$ cat config.mk
export PLATFORM = sky130hd
export DESIGN_NAME = qar_i2c_seq
export DESIGN_NICKNAME = d
export VERILOG_FILES = /design/src/rtl/qar_i2c_seq.sv
export SDC_FILE = /design/constraint.sdc
export NUM_CORES = 1
export LEC_CHECK = 0
export ABC_AREA = 1
export BUFFER_PORTS_ARGS = -buffer_cell sky130_fd_sc_hd__buf_2
export CAP_MARGIN = 20
export CORE_AREA = 4 4 145 147
export CTS_BUF_LIST = sky130_fd_sc_hd__clkbuf_8
export DETAILED_ROUTE_END_ITERATION = 12
export DIE_AREA = 0 0 149 151
export PLACE_DENSITY = 0.64
export SYNTH_ARGS = -nofsm -noshare
export SYNTH_HDL_FRONTEND = slang
export SYNTH_SLANG_ARGS = --single-unit
export TNS_END_PERCENT = 1
$ cat constraint.sdc
create_clock -name clk -period 2.3 [get_ports clk]
set_input_delay 0.115 -clock clk [delete_from_list [all_inputs] [get_ports clk]]
set_output_delay 0.115 -clock clk [all_outputs]
set_load 0.005 [all_outputs]
$ cat src/rtl/qar_i2c_seq.sv
// I2C transaction sequencer: walks one programmed descriptor through the
// qar_i2c controller's register port (START/addr/reg/data/STOP) and raises one irq.
module qar_i2c_seq #(
  parameter int BUF_DEPTH      = 8,
  parameter int TIMEOUT_CYCLES = 65535
) (
  input  logic        clk,
  input  logic        rst_n,
  input  logic        bus_write,
  input  logic        bus_read,
  input  logic [5:0]  addr_word,
  input  logic [31:0] wdata,
  output logic [31:0] rdata,
  output logic        irq,
  output logic        m_write,
  output logic        m_read,
  output logic [5:0]  m_addr_word,
  output logic [31:0] m_wdata,
  input  logic [31:0] m_rdata
);

  localparam int         IW     = (BUF_DEPTH > 1) ? $clog2(BUF_DEPTH) : 1;
  localparam logic [3:0] DEPTH4 = 4'(BUF_DEPTH);

  typedef enum logic [3:0] {
    S_IDLE, S_PUSH, S_CMD, S_HOLD, S_POLL, S_POP, S_NEXT, S_FAIL_STOP, S_DONE
  } state_t;

  typedef enum logic [2:0] {
    PH_START, PH_DEV, PH_REG, PH_DATA, PH_RSTART, PH_RDEV, PH_RBYTE, PH_STOP
  } phase_t;

  state_t state, state_n;
  phase_t phase, phase_n;

  logic [6:0]  dev;
  logic        rd;
  logic [7:0]  reg_addr;
  logic [3:0]  len;
  logic [7:0]  data_buf [BUF_DEPTH];
  logic        busy, done, nack, timeout, aborted;
  logic [3:0]  bytes_done;
  logic [2:0]  irq_en, irq_status, irq_set;
  logic        abort_pend, clr_pend, hold_cnt;
  logic [15:0] tcnt;

  logic host_go, host_abort, desc_we, data_we, data_hit, start;
  logic inc_bytes, rx_store, nack_set, tmo_set, abort_take, clr_done, tmo_hit;
  logic byte_phase;
  logic [7:0] tx_byte;
  logic [3:0] cmd_nib;
  logic unused_bits;

  assign unused_bits = ^{m_rdata[31:8], m_rdata[2:1], wdata[31:20]};

  // DATA[] starts at word 8, a multiple of every legal depth, so the low bits index it
  assign data_hit   = (addr_word >= 6'd8) && (addr_word < 6'(8 + BUF_DEPTH));
  assign host_go    = bus_write && (addr_word == 6'h0) && wdata[0];
  assign host_abort = bus_write && (addr_word == 6'h0) && wdata[1];
  assign desc_we    = bus_write && (addr_word == 6'h1) && !busy;
  assign data_we    = bus_write && data_hit && !busy;
  assign start      = host_go && (state == S_IDLE) && !busy;
  assign tmo_hit    = ({1'b0, tcnt} + 17'd1) >= 17'(TIMEOUT_CYCLES);

  assign byte_phase = (phase == PH_DEV) || (phase == PH_REG) ||
                      (phase == PH_DATA) || (phase == PH_RDEV);

  always_comb begin
    tx_byte = 8'h00;
    case (phase)
      PH_DEV:  tx_byte = {dev, 1'b0};
      PH_REG:  tx_byte = reg_addr;
      PH_DATA: tx_byte = data_buf[bytes_done[IW-1:0]];
      PH_RDEV: tx_byte = {dev, 1'b1};
      default: tx_byte = 8'h00;
    endcase
  end

  always_comb begin
    cmd_nib = 4'h4;
    case (phase)
      PH_START, PH_RSTART: cmd_nib = 4'h1;
      PH_STOP:             cmd_nib = 4'h2;
      PH_RBYTE:            cmd_nib = 4'h8;
      default:             cmd_nib = 4'h4;
    endcase
  end

  function automatic state_t phase_entry(input phase_t p);
    return (p == PH_DEV || p == PH_REG || p == PH_DATA || p == PH_RDEV) ? S_PUSH : S_CMD;
  endfunction

  always_ff @(posedge clk or negedge rst_n) begin
    if (!rst_n) begin
      state <= S_IDLE;
      phase <= PH_START;
    end else begin
      state <= state_n;
      phase <= phase_n;
    end
  end

  // Master strobes come straight from the state so reset silences them at once.
  always_comb begin
    state_n     = state;
    phase_n     = phase;
    m_write     = 1'b0;
    m_read      = 1'b0;
    m_addr_word = 6'd0;
    m_wdata     = 32'd0;
    inc_bytes   = 1'b0;
    rx_store    = 1'b0;
    nack_set    = 1'b0;
    tmo_set     = 1'b0;
    abort_take  = 1'b0;
    clr_done    = 1'b0;
    case (state)
      S_IDLE: begin
        if (start) begin
          phase_n = PH_START;
          state_n = S_CMD;
        end
      end
      S_PUSH: begin
        m_write     = 1'b1;
        m_addr_word = 6'd5;
        m_wdata     = {24'd0, tx_byte};
        state_n     = S_CMD;
      end
      S_CMD: begin
        m_write     = 1'b1;
        m_addr_word = 6'd7;
        m_wdata     = {28'd0, cmd_nib};
        state_n     = S_HOLD;
      end
      S_HOLD: begin
        if (hold_cnt) state_n = S_POLL;
      end
      S_POLL: begin
        m_read      = 1'b1;
        m_addr_word = 6'd2;
        if (!m_rdata[0]) begin
          if (phase == PH_STOP) begin
            state_n = S_DONE;
          end else if (byte_phase && m_rdata[3]) begin
            nack_set = 1'b1;
            state_n  = S_FAIL_STOP;
          end else if (phase == PH_RBYTE) begin
            state_n = S_POP;
          end else begin
            inc_bytes = (phase == PH_DATA);
            state_n   = S_NEXT;
          end
        end else if (tmo_hit) begin
          // controller presumed wedged: finish without a STOP
          tmo_set = 1'b1;
          state_n = S_DONE;
        end
      end
      S_POP: begin
        m_read      = 1'b1;
        m_addr_word = 6'd6;
        rx_store    = 1'b1;
        inc_bytes   = 1'b1;
        state_n     = S_NEXT;
      end
      S_NEXT: begin
        if (abort_pend) begin
          abort_take = 1'b1;
          state_n    = S_FAIL_STOP;
        end else begin
          case (phase)
            PH_START:  phase_n = PH_DEV;
            PH_DEV:    phase_n = PH_REG;
            PH_REG:    phase_n = (len == 4'd0) ? PH_STOP : (rd ? PH_RSTART : PH_DATA);
            PH_DATA:   phase_n = (bytes_done == len) ? PH_STOP : PH_DATA;
            PH_RSTART: phase_n = PH_RDEV;
            PH_RDEV:   phase_n = PH_RBYTE;
            PH_RBYTE:  phase_n = (bytes_done == len) ? PH_STOP : PH_RBYTE;
            default:   phase_n = PH_STOP;
          endcase
          state_n = phase_entry(phase_n);
        end
      end
      S_FAIL_STOP: begin
        m_write = 1'b1;
        if (clr_pend) begin
          m_addr_word = 6'd2;
          m_wdata     = 32'h8;
          clr_done    = 1'b1;
        end else begin
          m_addr_word = 6'd7;
          m_wdata     = 32'h2;
          phase_n     = PH_STOP;
          state_n     = S_HOLD;
        end
      end
      S_DONE: state_n = S_IDLE;
      default: state_n = S_IDLE;
    endcase
  end

  assign irq_set = (state == S_DONE) ? {aborted | abort_pend, nack | timeout, 1'b1} : 3'b000;

  always_ff @(posedge clk or negedge rst_n) begin
    if (!rst_n) begin
      dev        <= '0;
      rd         <= 1'b0;
      reg_addr   <= '0;
      len        <= '0;
      for (int i = 0; i < BUF_DEPTH; i++) data_buf[i] <= '0;
      busy       <= 1'b0;
      done       <= 1'b0;
      nack       <= 1'b0;
      timeout    <= 1'b0;
      aborted    <= 1'b0;
      bytes_done <= '0;
      irq_en     <= '0;
      irq_status <= '0;
      abort_pend <= 1'b0;
      clr_pend   <= 1'b0;
      hold_cnt   <= 1'b0;
      tcnt       <= '0;
    end else begin
      hold_cnt <= (state == S_HOLD) && !hold_cnt;
      tcnt     <= (state == S_POLL) ? tcnt + 16'd1 : 16'd0;
      if (start) begin
        busy       <= 1'b1;
        done       <= 1'b0;
        nack       <= 1'b0;
        timeout    <= 1'b0;
        aborted    <= 1'b0;
        bytes_done <= '0;
        abort_pend <= 1'b0;
        clr_pend   <= 1'b0;
      end
      if (host_abort && busy) abort_pend <= 1'b1;
      if (desc_we) begin
        dev      <= wdata[6:0];
        rd       <= wdata[7];
        reg_addr <= wdata[15:8];
        len      <= (wdata[19:16] > DEPTH4) ? DEPTH4 : wdata[19:16];
      end
      if (data_we)   data_buf[addr_word[IW-1:0]] <= wdata[7:0];
      if (rx_store)  data_buf[bytes_done[IW-1:0]] <= m_rdata[7:0];
      if (inc_bytes) bytes_done <= bytes_done + 4'd1;
      if (nack_set) begin
        nack     <= 1'b1;
        clr_pend <= 1'b1;
      end
      if (clr_done) clr_pend <= 1'b0;
      if (tmo_set)  timeout <= 1'b1;
      if (abort_take) begin
        aborted    <= 1'b1;
        abort_pend <= 1'b0;
      end
      if (state == S_DONE) begin
        busy       <= 1'b0;
        done       <= 1'b1;
        abort_pend <= 1'b0;
        if (abort_pend) aborted <= 1'b1;
      end
      if (bus_write && addr_word == 6'h3) irq_en <= wdata[2:0];
      irq_status <= (irq_status & ~((bus_write && addr_word == 6'h4) ? wdata[2:0] : 3'b000)) | irq_set;
    end
  end

  assign irq = |(irq_en & irq_status);

  always_comb begin
    rdata = 32'd0;
    if (bus_read) begin
      case (addr_word)
        6'h1:    rdata = {12'd0, len, reg_addr, rd, dev};
        6'h2:    rdata = {20'd0, bytes_done, 3'd0, aborted, timeout, nack, done, busy};
        6'h3:    rdata = {29'd0, irq_en};
        6'h4:    rdata = {29'd0, irq_status};
        default: if (data_hit) rdata = {24'd0, data_buf[addr_word[IW-1:0]]};
      endcase
    end
  end

endmodule

==> flow_metrics.py <==
metrics = {
    "status": {
        "status": "complete, no violations",
    },
    "sta": {
        "fmax_mhz": 438,
        "finalSetupViolations": 0,
        "hold_viol_final": 0,
        "worst_pin_slew_ns": 0.668,
        "fin_crit_sh_pct": 99.4,
        "fin_crit_ns": 2.29,
        "finalMaxSlewViolations": 0,
        "rsz0062_at_grt": "yes",
        "slew_headroom_pct": 55.4,
        "hold_ws_ns": 0.0279,
        "fin_skew_ns": 0.00951,
    },
    "critical_path": {
        "cp_slowest_cell": "dfrtp_2",
        "path_delay_family": "buffers and inverters",
        "crit_chain": "inv_4, nand3_1, inv_2, buf_4, nand2_1, o211ai_1, o31ai_2, a21oi_1, buf_2",
        "crit_fanout": 6,
        "cp_num_buf_inv": 4,
        "crit_type": "reg -> out",
        "startpoint_type": "flop",
        "crit_arrival_ns": 2.17,
        "crit_required_ns": 2.18,
        "cp_slowest_stage_delay_ns": 0.50,
        "end_kind": "output pin",
    },
    "layout": {
        "nFillCells": 1976,
        "final_common_cell": "nand2_1",
        "layout.nets": 1279,
        "drive_above_1_share_pct": 18.2,
        "area_growth_pct": 22.0,
        "diodes": 0,
        "layout_common_cells": "nand2_1 (203), inv_1 (132), dfrtp_1 (122), o21ai_0 (98), nor2_1 (93)",
        "final_core_util_pct": 47.7,
    },
    "grt": {
        "grt_max_degree": 76,
        "grt_antenna_before_repair": 0,
        "grt_pass1_vias": 7479,
        "globalRouteOverflowTotal": 0,
        "grt_pass1_wl_mm": 43.9,
        "grt_usage_pct": 25.7,
    },
    "drt": {
        "wire_per_inst_um": 19.6,
        "dr.first_iter.drc_count": 891,
        "vias": 8253,
        "dr.pass1.iters": 5,
        "drt-total-wl_mm": 29.0,
        "viasPerCell": 5.56,
        "drc_errors": 0,
        "ant_nets": 0,
    },
    "floorplanning": {
        "fp-row-count": 52,
        "io_pins": 147,
        "initial_core_util_pct": 39.1,
        "fp.coreArea_um2": 19900,
        "die_width_um": 149,
        "die_area_um2": 22500,
        "die_h_um": 151,
    },
    "worst_hold_path": {
        "hold_class": "in -> reg",
    },
    "logic_synthesis": {
        "synth_cells": 1061,
        "synth-edff-count": 0,
        "synth_seq_cells": 125,
        "synthArstFlopShare_pct": 100,
        "yosysWarnings": 0,
        "syn_avg_cell_area_um2": 7.34,
        "synth_flop_cell": "dfrtp_1",
        "yosysSeqAreaShare_pct": 40.2,
        "syn_area_um2": 7780,
        "ys_types": 47,
    },
    "power": {
        "powerDensity_nw_per_um2": 1050,
        "total_power_mw": 10.0,
        "leakage_nw": 4.52,
        "max-vdd-ir-drop_v": 0.000454,
    },
    "clock_network": {
        "cts_buffers": 17,
        "htreeDepth": 4,
        "cts.reportedPaths.clkPinSlew_ns": 0.07,
        "cts_root_buf": "clkbuf_8",
        "clk_latency_ns": 0.47,
        "numClockSinks": 125,
        "clk_path_buf_depth": 2,
        "tritoncts": "done",
    },
    "place": {
        "dp_hpwl_mm": 21.5,
        "finalWeightedCongestion": 1.03,
        "portBuffers": 71,
    },
    "run": {
        "cap_violations": 0,
    },
}
-- synthesized netlist by cell type, drive strengths merged, types with 11 or more instances --
cell | instances | area (µm²)
a21oi | 60 | 312
a221oi | 11 | 96.3
buf | 59 | 395
clkbuf | 11 | 41.3
dfrtp | 125 | 3130
inv | 142 | 533
nand2 | 210 | 798
nand3 | 59 | 300
nand4 | 13 | 103
nor2 | 105 | 442
nor3 | 12 | 71.3
o211ai | 20 | 150
o21ai | 104 | 521
o22ai | 71 | 444
-- final timing paths --
| path | from | to | slack, ns | depth (start not counted) |
|---|---|---|---|---|
| min | wdata[5] | data_buf[21]$_DFF_PN0_ | 0.03 | 3 |
| min reg2reg | hold_cnt$_DFF_PN0_ | hold_cnt$_DFF_PN0_ | 0.43 | 1 |
| max reg2reg | state[3]$_DFFE_PN0P_ | data_buf[1]$_DFF_PN0_ | 0.18 | 7 |
| min in group asynchronous | rst_n | hold_cnt$_DFF_PN0_ | 0.04 | 2 |
| max in group asynchronous | rst_n | data_buf[34]$_DFF_PN0_ | 1.48 | 3 |
| max | bytes_done[0]$_DFFE_PN0P_ | m_wdata[7] | 0.01 | 9 |
-- state kept, by name, indices dropped and copies added, names as in the netlist --
| signal | flops |
|---|---|
| abort_pend | 1 |
| rd | 1 |
| hold_cnt | 1 |
| bytes_done | 4 |
| aborted | 1 |
| dev | 7 |
| reg_addr | 8 |
| state | 4 |
| len | 4 |
| irq_en | 3 |
| clr_pend | 1 |
| data_buf | 64 |
| irq_status | 3 |
| busy | 1 |
| tcnt | 16 |
| timeout | 1 |
| done | 1 |
| phase | 3 |
| nack | 1 |
-- worst min-delay path, delay by kind of cell --
kind / cells / cell delay [ns]
buffers and inverters: 1 / 0.16
AO/OA/AOI/OAI: 1 / 0.07
AND/OR/NAND/NOR: 1 / 0.10
-- metrics by stage --
step,std cells,TNS (ns),setup WS [ns],instance area [µm²]
global placement,1414,0,0.236,8530
CTS,1477,-0.0374,-0.0149,9290
floorplan,1099,0,0.627,7930
global route,1485,-0.204,-0.0814,9500
detailed placement,1414,0,0.172,8530
finish,1485,0,0.0148,9500
-- logic make-up (layout without fill, tap and decap cells) --
kind of cell,after synthesis,count (layout),share of synthesized area [%]
AO/OA/AOI/OAI,303,303,23.2
XOR/XNOR,8,8,0.900
adder cells (fa/ha/maj),3,3,0.482
buffers and inverters,217,333,12.7
flip-flops,125,125,40.2
other,1,39,0.0482
AND/OR/NAND/NOR,404,404,22.5
-- per-layer routing --
layer,global-route usage (%),share of wire (%)
met2,37.5,43
met1,36.2,43
met5,0,0
met3,5.92,9.8
met4,11.9,4.3
-- area by class of cell --
cell class,instances,area (µm²),area share [%]
Clock buffer,18,248,2.61
Clock inverter,14,154,1.62
Inverter,147,572,6.02
Multi-Input combinational cell,757,3960,41.7
Sequential cell,125,3130,33.0
Tap cell,270,338,3.56
Timing Repair Buffer,154,1090,11.5
-- repair_timing --
action / in CTS / in global routing
endpoints found under the hold margin: 155 / 0
setup endpoints to repair: 8 / 8
pin swaps: 5 / 14
gates resized for setup: 19 / 43
setup buffers: 8 / 8
hold buffers: 24 / 0
-- power breakdown --
part / switching [mW] / total, mW / internal, mW
combinational: 2.54 / 4.24 / 1.70
clock: 0.937 / 2.02 / 1.08
sequential: 0.769 / 3.74 / 2.98
Note: power is estimated with default switching activity, not from simulation.
